### config.mk
export PLATFORM = sky130hd
export DESIGN_NAME = rst_req_arb
export DESIGN_NICKNAME = d
export VERILOG_FILES = /design/src/rtl/rst_req_arb_pkg.sv /design/src/rtl/key_debounce.sv /design/src/rtl/rst_req_arb.sv
export SDC_FILE = /design/constraint.sdc
export NUM_CORES = 1
export LEC_CHECK = 0
export CORE_UTILIZATION = 60
export CTS_BUF_LIST = sky130_fd_sc_hd__clkbuf_16
export DETAILED_ROUTE_END_ITERATION = 16
export PLACE_DENSITY = 0.79
export REMOVE_ABC_BUFFERS = 1
export SKIP_CTS_REPAIR_TIMING = 1
export SLEW_MARGIN = 15
export SYNTH_ARGS = -nofsm -noshare
export SYNTH_HDL_FRONTEND = slang
export SYNTH_SLANG_ARGS = --single-unit
### constraint.sdc
create_clock -name clk -period 2.2 [get_ports clk]
set_input_delay 0.22 -clock clk [delete_from_list [all_inputs] [get_ports clk]]
set_output_delay 0.22 -clock clk [all_outputs]
set_load 0.01 [all_outputs]
### src/rtl/rst_req_arb_pkg.sv
// Shared definitions for the reset request arbiter: FSM state encoding
// and the bit positions of the sticky reset-cause register.
package rst_req_arb_pkg;

    typedef enum logic [1:0] {
        ST_IDLE   = 2'd0,
        ST_ASSERT = 2'd1,
        ST_HOLD   = 2'd2
    } arb_state_t;

    localparam int CAUSE_W   = 4;
    localparam int CAUSE_POR = 0;
    localparam int CAUSE_KEY = 1;
    localparam int CAUSE_MCU = 2;
    localparam int CAUSE_WDT = 3;

    localparam logic [CAUSE_W-1:0] CAUSE_POR_MASK = 4'b0001;

endpackage

### src/rtl/key_debounce.sv
// Reset pushbutton conditioning: two-flop synchronizer followed by a
// debouncer that accepts a new level only after it has been stable for
// 2^DEB_BITS consecutive cycles. Output is active-low (0 = pressed).
module key_debounce #(
    parameter int DEB_BITS = 16
) (
    input  logic clk,
    input  logic rst_n,
    input  logic key_raw_n,
    output logic key_deb
);

    logic                sync_a;
    logic                sync_b;
    logic [DEB_BITS-1:0] deb_cnt;

    // Bring the asynchronous pushbutton into the clk domain.
    always_ff @(posedge clk or negedge rst_n) begin
        if (!rst_n) begin
            sync_a <= 1'b1;
            sync_b <= 1'b1;
        end else begin
            sync_a <= key_raw_n;
            sync_b <= sync_a;
        end
    end

    // Count consecutive mismatch cycles; flip on the 2^DEB_BITS-th, restart on any match.
    always_ff @(posedge clk or negedge rst_n) begin
        if (!rst_n) begin
            key_deb <= 1'b1;
            deb_cnt <= '0;
        end else if (sync_b != key_deb) begin
            if (deb_cnt == '1) begin
                key_deb <= sync_b;
                deb_cnt <= '0;
            end else begin
                deb_cnt <= deb_cnt + 1'b1;
            end
        end else begin
            deb_cnt <= '0;
        end
    end

endmodule

### src/rtl/rst_req_arb.sv
// Reset request arbiter: merges pushbutton, MCU and watchdog reset requests
// into one stretched, registered active-low reset request, and records the
// cause of each reset in a sticky, software-clearable register.
module rst_req_arb
    import rst_req_arb_pkg::*;
#(
    parameter int DEB_BITS     = 16,
    parameter int STRETCH_BITS = 8,
    parameter int WDT_BITS     = 20
) (
    input  logic               clk,
    input  logic               rst_n,
    input  logic               key_rst_n,
    input  logic               mcu_rst_req,
    input  logic               wdt_en,
    input  logic               wdt_kick,
    input  logic               cause_clr,
    output logic               rst_req_n,
    output logic [CAUSE_W-1:0] rst_cause
);

    arb_state_t              state;
    arb_state_t              state_nxt;
    logic [STRETCH_BITS-1:0] stretch_cnt;
    logic [STRETCH_BITS-1:0] stretch_nxt;
    logic [WDT_BITS-1:0]     wdt_cnt;
    logic                    key_deb;
    logic                    key_deb_q;
    logic                    key_press;
    logic                    wdt_timeout;
    logic                    any_req;
    logic [CAUSE_W-1:0]      cause_set;

    key_debounce #(
        .DEB_BITS (DEB_BITS)
    ) u_key_debounce (
        .clk       (clk),
        .rst_n     (rst_n),
        .key_raw_n (key_rst_n),
        .key_deb   (key_deb)
    );

    // A press is the debounced high-to-low transition; a kick masks a coincident timeout.
    assign key_press   = key_deb_q & ~key_deb;
    assign wdt_timeout = (state == ST_IDLE) & wdt_en & ~wdt_kick & (wdt_cnt == '1);
    assign any_req     = key_press | mcu_rst_req | wdt_timeout;

    // Previous debounced key level for press-edge detection.
    always_ff @(posedge clk or negedge rst_n) begin
        if (!rst_n) begin
            key_deb_q <= 1'b1;
        end else begin
            key_deb_q <= key_deb;
        end
    end

    // Next-state logic: stretch the pulse, then hold while the key stays pressed.
    always_comb begin
        state_nxt   = state;
        stretch_nxt = stretch_cnt;
        case (state)
            ST_IDLE: begin
                if (any_req) begin
                    state_nxt   = ST_ASSERT;
                    stretch_nxt = '0;
                end
            end
            ST_ASSERT: begin
                stretch_nxt = stretch_cnt + 1'b1;
                if (stretch_cnt == '1) begin
                    state_nxt = key_deb ? ST_IDLE : ST_HOLD;
                end
            end
            ST_HOLD: begin
                if (key_deb) begin
                    state_nxt = ST_IDLE;
                end
            end
            default: begin
                state_nxt = ST_IDLE;
            end
        endcase
    end

    // State, stretch counter and the registered reset request output.
    always_ff @(posedge clk or negedge rst_n) begin
        if (!rst_n) begin
            state       <= ST_ASSERT;
            stretch_cnt <= '0;
            rst_req_n   <= 1'b0;
        end else begin
            state       <= state_nxt;
            stretch_cnt <= stretch_nxt;
            rst_req_n   <= (state_nxt == ST_IDLE);
        end
    end

    // Watchdog runs only while enabled and idle; it wraps to 0 after the all-ones timeout.
    always_ff @(posedge clk or negedge rst_n) begin
        if (!rst_n) begin
            wdt_cnt <= '0;
        end else if ((state != ST_IDLE) || !wdt_en || wdt_kick) begin
            wdt_cnt <= '0;
        end else begin
            wdt_cnt <= wdt_cnt + 1'b1;
        end
    end

    // Cause bits raised this cycle, regardless of FSM state.
    always_comb begin
        cause_set            = '0;
        cause_set[CAUSE_KEY] = key_press;
        cause_set[CAUSE_MCU] = mcu_rst_req;
        cause_set[CAUSE_WDT] = wdt_timeout;
    end

    // Sticky cause register; a set in the same cycle as a clear wins.
    always_ff @(posedge clk or negedge rst_n) begin
        if (!rst_n) begin
            rst_cause <= CAUSE_POR_MASK;
        end else begin
            rst_cause <= (cause_clr ? '0 : rst_cause) | cause_set;
        end
    end

endmodule
## Word-level counts from Yosys, hierarchy flattened

Cells that the tools add are included.

| word-level totals | value |
|---|---|
| register bits after elaboration | 55 |
| input bits | 7 |

| cells by class | value |
|---|---|
| $add $sub $neg | 3 |
| equality and inequality tests | 7 |
| multiplexer cells | 11 |
| bitwise gates (word level) | 9 |
| reductions and logical operators | 9 |

Operator list:

| operator | number |
|---|---|
| 2-to-1 mux 16 bit | 2 |
| adder 20 x 1 -> 20 bit (second input constant) | 1 |
| equality test 20 bit (second input constant) | 1 |
| 2-to-1 mux 20 bit | 1 |
| adder 16 x 1 -> 16 bit (second input constant) | 1 |
| equality test 16 bit (second input constant) | 1 |
| one-hot mux 8 bit (2 select lines) | 1 |
| adder 8 x 1 -> 8 bit (second input constant) | 1 |
| equality test 8 bit (second input constant) | 1 |
| 2-to-1 mux 2 bit | 4 |
| 2-to-1 mux 8 bit | 1 |
| one-hot mux 2 bit (3 select lines) | 1 |
| bitwise AND 1 bit | 4 |
| zero test 2 bit | 2 |
| 2-to-1 mux 4 bit | 1 |
| OR 4 bit | 1 |
| AND reduction 2 bit | 2 |
| nonzero test 2 bit | 2 |
| equality test 2 x 1 -> 1 bit (second input constant) | 1 |
| equality test 2 bit (second input constant) | 1 |
| logical OR 1 bit | 2 |
| inequality test 2 bit (second input constant) | 1 |
| inverter 1 bit | 2 |
| OR 1 bit | 2 |
| other kinds (2) | 2 |

## Logic depth before layout (Yosys ltp)

Gate-level depths: netlist of the first run.

| logic depth | value |
|---|---|
| depth after elaboration | 8 |
| gate-level depth with buffers | 7 |
| depth with buffers taken out | 5 |

## Cells and area by module

Synthesis of the first run repeated with hierarchy kept, for this count alone.

| unflattened totals | value |
|---|---|
| cell total of the unflattened synthesis | 253 |
| area, all modules | 2615.0 um2 |

Modules (own cells, without submodules):

| module | times used | cells an instance | area each (um2) | sequential area each (um2) |
|---|---|---|---|---|
| rst_req_arb | 1 | 168 | 1740.4 | 904.6 |
| key_debounce | 1 | 85 | 874.6 | 479.2 |

## Least setup slack after synthesis of the first run

Ideal clock, no wire load.

| timing | value |
|---|---|
| kind | register -> register |
| start point | register u_key_debounce.deb_cnt[0] |
| end point | register u_key_debounce.deb_cnt[10] |
| library setup time | 119 ps |
| data arrival time | 1493 ps |
| data required time | 2081 ps |
| path slack | 588 ps |
| stages on the path, launching flop included | 8 |
| clock period less this slack | 1612 ps |
| cells stage by stage | dfrtp_1 -> ha_1 -> nand4_1 -> nor4_2 -> or2_0 -> buf_2 -> buf_6 -> nor2_1 |

| between the ends | value |
|---|---|
| cells in the longest elaborated chain, start to end | 3 |

RTL lines:

| element | RTL line | text |
|---|---|---|
| from (decl) | key_debounce.sv:15 | `logic [DEB_BITS-1:0] deb_cnt;` |
| from (signal assigned) | key_debounce.sv:38 | `deb_cnt <= deb_cnt + 1'b1;` |
| adder 16 x 1 -> 16 bit or equality test 16 bit (tied branches) | key_debounce.sv:38, key_debounce.sv:34 |  |
| 2-to-1 mux 16 bit (*) | key_debounce.sv:34 | `if (deb_cnt == '1) begin` |
| 2-to-1 mux 16 bit (*) | key_debounce.sv:33 | `end else if (sync_b != key_deb) begin` |

Mark *: on every way between the ends. The rest lies on a longest branch, timed or not.
A chain may end at the register's enable or synchronous reset.

## Worst setup path after layout of the first run

| timing | value |
|---|---|
| start point | register wdt_cnt[0] |
| end point | register stretch_cnt[0] |

| between the ends | value |
|---|---|
| cells in the longest elaborated chain, start to end | 5 |

RTL lines:

| element | RTL line | text |
|---|---|---|
| from (decl) | rst_req_arb.sv:26 | `logic [WDT_BITS-1:0] wdt_cnt;` |
| from (signal assigned) | rst_req_arb.sv:105 | `wdt_cnt <= wdt_cnt + 1'b1;` |
| equality test 20 bit | rst_req_arb.sv:45 | `assign wdt_timeout = (state == ST_IDLE) & wdt_en & ~wdt_kick & (wdt_cnt == '1);` |
| bitwise AND 1 bit | rst_req_arb.sv:45 |  |
| OR 1 bit | rst_req_arb.sv:46 | `assign any_req = key_press \| mcu_rst_req \| wdt_timeout;` |
| inequality test 2 bit (no line) | - |  |
| AND reduction 2 bit (no line) | - |  |
| to (signal assigned) | rst_req_arb.sv:93 | `stretch_cnt <= stretch_nxt;` |
| to (decl) | rst_req_arb.sv:24 | `logic [STRETCH_BITS-1:0] stretch_cnt;` |

Every way passes these cells.

==> impl_metrics.tcl, run 1 <==
set metrics [dict create \
    wl_per_cell_um 14.4 \
    maxSlewViolCount 0 \
    grt_max_degree 56 \
    start_kind "flip-flop" \
    tightest_slew_ns 0.671 \
    yosysSeqAreaShare_pct 51.3 \
    crit_arrival_ns 1.93 \
    vias 1899 \
    gp_congestion 0.782 \
    grt_use_total_pct 22.1 \
    grt_pass1_vias 1831 \
    clock_latency_ns 0.29 \
    syn_to_final_growth_pct 11.2 \
    io_buffers 11 \
    rr_startpoint "wdt_cnt[0]" \
    fin_skew_ns 0.00566 \
    clk_path_buf_depth 2 \
    timing.slew.headroom_pct 55.3 \
    initialDrtViolationCount 98 \
    die_width_um 69.1 \
    worstSetupEndpointType "flip-flop" \
    rows 24 \
    insertedDiodeCount 0 \
    syn_area_per_cell_um2 10.5 \
    fin_nets 282 \
    htreeDepth 2 \
    start_util_pct 62.4 \
    syn_area_mm2 0.00270 \
    hp-class "in2async" \
    r2r_slack_ns 0.44 \
    r2r-end "stretch_cnt[0]" \
    coreArea_mm2 0.00432 \
    clk_pin_slew_ns 0.06 \
    place_hpwl_mm 3.12 \
    firstDrtPassIters 4 \
    finalSetupTns_ns 0 \
    post-place-cells 317 \
    p_leak_nw 1.26 \
    postRouteAntennaNets 0 \
    setup_viol 0 \
    tritoncts "done" \
    die_h_um 69.1 \
    reg2reg_depth 5 \
    cts_buffers 5 \
    pin_count 12 \
    critical_path_class "reg2reg" \
    status "completed" \
    rsz0062_at_grt "false" \
    cp.required_ns 2.37 \
    viasPerCell 5.84 \
    numClockSinks 55 \
    max_freq_ghz 0.568 \
    wirelength_mm 4.67 \
    preCtsSetupSlack_ns 0.455 \
    drc_errors 0 \
    grt_overflow 0 \
    p_per_area_mw_per_mm2 611 \
    dieArea_mm2 0.00477 \
    maxCapViolCount 0 \
    syn_inst 257 \
    place_area_mm2 0.00286 \
    ys_seq_elements 55 \
    finalHoldViolations 0 \
    stdcell_count 325 \
    grt_pass1_wl_mm 8.38 \
    postLayoutCoreUtil_pct 69.4 \
    synth.distinct_cells 46 \
    period_share_pct 80.1 \
    antenna_found_initial 0 \
    path_max_fanout 9 \
    peakVddDrop_mv 0.535 \
    yosysWarnings 0 \
    fin_crit_ns 1.76 \
    final_cell_area_mm2 0.00300 \
    setup_ws_ns 0.438 \
    drive_above_1_share_pct 12.1 \
    root_buffer "clkbuf_16" \
]
-- worst max-delay path, stage by stage (launching register included) --
cell and delay (ns):
dfrtp_1 0.40, ha_1 0.22, nand3_2 0.21, nor4_4 0.39, a21oi_4 0.15, mux2_4 0.28
-- sequential cells by signal, indices dropped and copies added, names as in the netlist --
register and flops:
wdt_cnt 20, u_key_debounce.deb_cnt 16, stretch_cnt 8, rst_cause 4
state 2, key_deb_q 1, rst_req_n 1, u_key_debounce.key_deb 1
u_key_debounce.sync_a 1, u_key_debounce.sync_b 1
-- routing by layer --
metal	up-vias	GRT usage (%)	wire length [um]	share of wire (%)
li1	943	-	-	-
met1	925	29.6	2290	49
met2	23	35.9	2210	47
met3	8	4.82	109	2.3
met4	0	7.48	68	1.5
met5	-	0	0	0
-- cell families (layout without fill, tap and decap cells) --
kind of cell    Yosys count  in the layout  synth area share (%)
mux                       3              3                  1.34
xor+xnor                 27             27                  8.77
flops                    55             55                  51.3
compound gates           37             37                  9.79
buf+inv                  13             29                  2.32
fa+ha+maj                 3              3                  1.39
simple gates            119            119                  25.1
-- power breakdown --
part	leakage, nW	internal (W)	switching [W]
sequential	0.727	0.00102	0.00000673
clock	0.0710	0.000416	0.000336
combinational	0.458	0.0000199	0.0000331
total	1.26	0.00146	0.000376
-- stage by stage --
stage | power, W | hold WS [ns]
final | 0.00183 | 0.0500
after global routing | 0.00189 | 0.124
after CTS | 0.00186 | 0.0719
after detailed placement | 0.00110 | 0.353
after global placement | 0.00110 | 0.346
after floorplan | 0.00106 | -0.0756
-- cell usage in the layout, fill, tap and decap left out, types with 2 or more instances in the layout --
cell,netlist,final
and4_1,3,3
nand2b_1,4,4
dfstp_2,6,6
dfrtp_1,49,49
a21oi_1,10,10
nor4_1,7,7
nor2_1,39,39
clkbuf_16,0,5
a22o_1,6,6
a31oi_1,2,2
buf_4,0,4
nor2b_1,3,3
inv_1,6,7
nand4_4,2,2
nor3_1,7,7
clkdlybuf4s50_1,0,10
nand2_1,17,17
ha_1,3,3
or3_1,2,2
nand3_1,13,13
a21o_1,4,4
nand4_1,8,8
xnor2_1,18,18
and3_1,3,3
o21ai_0,5,5
nor3_2,2,2
a41o_1,2,2
a31o_2,3,3
xor2_1,9,9
-- worst max path at each step --
stage | from | to | slack [ns]
after floorplan | u_key_debounce.deb_cnt[0] | u_key_debounce.deb_cnt[10] | 0.43
after global placement | u_key_debounce.deb_cnt[0] | u_key_debounce.deb_cnt[11] | 0.49
after detailed placement | wdt_cnt[0] | stretch_cnt[0] | 0.45
after CTS | u_key_debounce.deb_cnt[0] | u_key_debounce.deb_cnt[7] | 0.44
after global routing | u_key_debounce.deb_cnt[0] | u_key_debounce.deb_cnt[3] | 0.31
final | wdt_cnt[0] | stretch_cnt[0] | 0.44
-- cells in the mapped netlist (all sizes together) --
cell type	number	area share, %
a21o	4	1.1
a21oi	11	2.5
a22o	6	1.9
a31o	3	0.97
a31oi	2	0.46
a41o	2	0.74
and2	1	0.23
and3	3	0.70
and4	4	1.4
buf	6	1.3
clkbuf	1	0.14
dfrtp	49	45
dfstp	6	5.8
ha	3	1.4
inv	6	0.83
mux2	2	0.97
mux2i	1	0.37
nand2	17	2.4
nand2b	4	0.93
nand3	14	2.8
nand4	10	3.4
nor2	39	5.4
nor2b	3	0.70
nor3	9	2.0
nor4	9	2.9
nor4b	1	0.88
o211ai	1	0.28
o21ai	5	0.93
o21bai	1	0.28
o31ai	1	0.28
o41ai	1	0.32
or2	1	0.23
or3	2	0.46
or4	1	0.28
or4b	1	0.37
xnor2	18	5.8
xor2	9	2.9
-- layout make-up --
class,count,area [um2]
fill,324,1330
timing repair buffer,15,135
clock buffer,5,125
multi-input combinational,189,1250
clock inverter,3,16.3
tap,52,65.1
inverter,6,22.5
sequential,55,1380
(Power assumes the default switching activity.)
==> inputs of run 2 (changes only) <==
==> constraint.sdc (replaced) <==
create_clock -name clk -period 1.71 [get_ports clk]
set_input_delay 0.171 -clock clk [delete_from_list [all_inputs] [get_ports clk]]
set_output_delay 0.171 -clock clk [all_outputs]
set_load 0.01 [all_outputs]
==> run 2 against run 1 <==
  * Core utilization increased by 4.1 points
  * Total power increased by 45%
  * Sequential power increased by 28%
  * Sequential cell count unchanged
  * Clock power increased by 69%
  * Critical path depth decreased by 1
  * Wire length increased by 5.7%
  * Largest cell class unchanged
  * Die area unchanged
  * Sequential share of layout area decreased by 2.6 points
  * Fmax increased by 8.6%
  * Largest power group unchanged
  * Critical endpoint unchanged
  * Count of clock-buffer cells in the layout unchanged
  * Register-to-register slack got worse by 0.35 ns
==> impl_metrics.tcl, run 2 (synthesis gave the netlist of run 1 again) <==
set metrics [dict create \
    drive_above_1_share_pct 16.1 \
    switching_power_w 0.000485 \
    pin_count 12 \
    place_area_mm2 0.00297 \
    vias 1958 \
    clk_pin_slew_ns 0.06 \
    viasPerCell 5.79 \
    p_leak_nw 1.36 \
    critical_path_class "reg2reg" \
    die_h_um 69.1 \
    setup_viol 0 \
    gp_congestion 0.767 \
    seq_power_share_pct 49.5 \
    antenna_found_initial 0 \
    hp-class "in2reg" \
    numClockSinks 55 \
    cp.required_ns 1.88 \
    postRouteAntennaNets 0 \
    fin_crit_ns 1.62 \
    crit_chain "nand4_1, nor4_4, a21oi_4, mux2_4" \
    initialDrtViolationCount 146 \
    status "completed" \
    grt_max_degree 56 \
    largest_reg_flops 20 \
    reg.largest.list "wdt_cnt (20), u_key_debounce.deb_cnt (16), stretch_cnt (8)" \
    tightest_slew_ns 0.407 \
    grt_overflow 0 \
    fin_skew_ns 0.00757 \
    sw_frac_of_total_pct 18.2 \
    io_buffers 11 \
    fillCellCount 308 \
    htreeDepth 2 \
    comb_power_share_pct 3.0 \
    syn_to_final_growth_pct 17.8 \
    wirelength_mm 4.94 \
    grt_pass1_vias 1866 \
    maxSlewViolCount 0 \
    wl_per_cell_um 14.6 \
    max_freq_ghz 0.617 \
    peakVddDrop_mv 0.677 \
    stdcell_count 338 \
    grt_use_total_pct 23.0 \
    fin_nets 295 \
    rsz0062_at_grt "false" \
    slowest_delay_ns 0.41 \
    clk_path_buf_depth 2 \
    path_max_fanout 9 \
    crit_buf_inv 0 \
    die_width_um 69.1 \
    drc_errors 0 \
    power_frac_clock_pct 47.5 \
    clock_latency_ns 0.29 \
    maxCapViolCount 0 \
    start_kind "flip-flop" \
    tritoncts "done" \
    post-place-cells 329 \
    finalHoldViolations 0 \
    final_cell_area_mm2 0.00318 \
    final_cell_mix "49 x dfrtp_1, 39 x nor2_1, 18 x xnor2_1" \
    rows 24 \
    firstDrtPassIters 4 \
    cp_top_family "simple AND/OR/NAND/NOR gates" \
    slowest_stage "dfrtp_1" \
    insertedDiodeCount 0 \
    timing.slew.headroom_pct 72.6 \
    max_flop_register "wdt_cnt" \
    worstSetupEndpointType "flip-flop" \
    p_per_area_mw_per_mm2 838 \
    dieArea_mm2 0.00477 \
    root_buffer "clkbuf_16" \
    crit_arrival_ns 1.79 \
    start_util_pct 62.4 \
    place_hpwl_mm 3.34 \
    coreArea_mm2 0.00432 \
    grt_pass1_wl_mm 8.71 \
    cts_buffers 5 \
    p_int_w 0.00218 \
    layout.cells.most_common "dfrtp_1" \
    period_share_pct 94.8 \
]
[run 2: power groups by stage]
stage	logic [W]	clock network [W]	registers [W]
after floorplan	0.0000182	0	0.00134
after global placement	0.0000799	0	0.00134
after detailed placement	0.0000800	0	0.00134
after CTS	0.0000803	0.00130	0.00132
after global routing	0.0000923	0.00134	0.00132
final	0.0000794	0.00127	0.00132
[run 2: cell type report]
cell class	instances	area, um2	share of cell area [%]
repair buffers	28	260	8.19
inverters	6	22.5	0.709
clock buffers	5	125	3.94
flip-flops and latches	55	1380	43.5
multi-input cells	189	1260	39.6
clock inverters	3	63.8	2.01
well taps	52	65.1	2.05
[run 2: path summary, 6_finish.rpt]
check                                       from                     end  slack, ns  cells past startpoint
min reg2reg                u_key_debounce.sync_a   u_key_debounce.sync_b       0.36                      0
min                                    key_rst_n   u_key_debounce.sync_a       0.30                      1
max reg2reg                           wdt_cnt[9]          stretch_cnt[0]       0.09                      4
min in group asynchronous                  rst_n             wdt_cnt[13]       0.39                      3
max in group asynchronous                  rst_n  u_key_debounce.key_deb       1.01                      3
max                                   wdt_cnt[9]          stretch_cnt[0]       0.09                      4
[run 2: metrics by stage]
step                      TNS [ns]  hold WS [ns]  utilization (%)  worst slack [ns]  power (W)
after floorplan             -0.749        -0.125                -           -0.0571    0.00136
after global placement           0         0.188             68.8            0.0594    0.00142
after detailed placement         0         0.187             68.8            0.0149    0.00142
after CTS                        0        -0.129             73.1            0.0610    0.00270
after global routing             0         0.299             73.5            0.0147    0.00275
final                            0         0.295             73.5            0.0882    0.00266
[run 2: per-layer routing]
layer | vias up | global-route usage, % | wire, um
li1 | 970 | - | -
met1 | 937 | 30.8 | 2240
met2 | 42 | 37.1 | 2450
met3 | 9 | 5.12 | 175
met4 | 0 | 7.94 | 78
met5 | - | 0 | 0
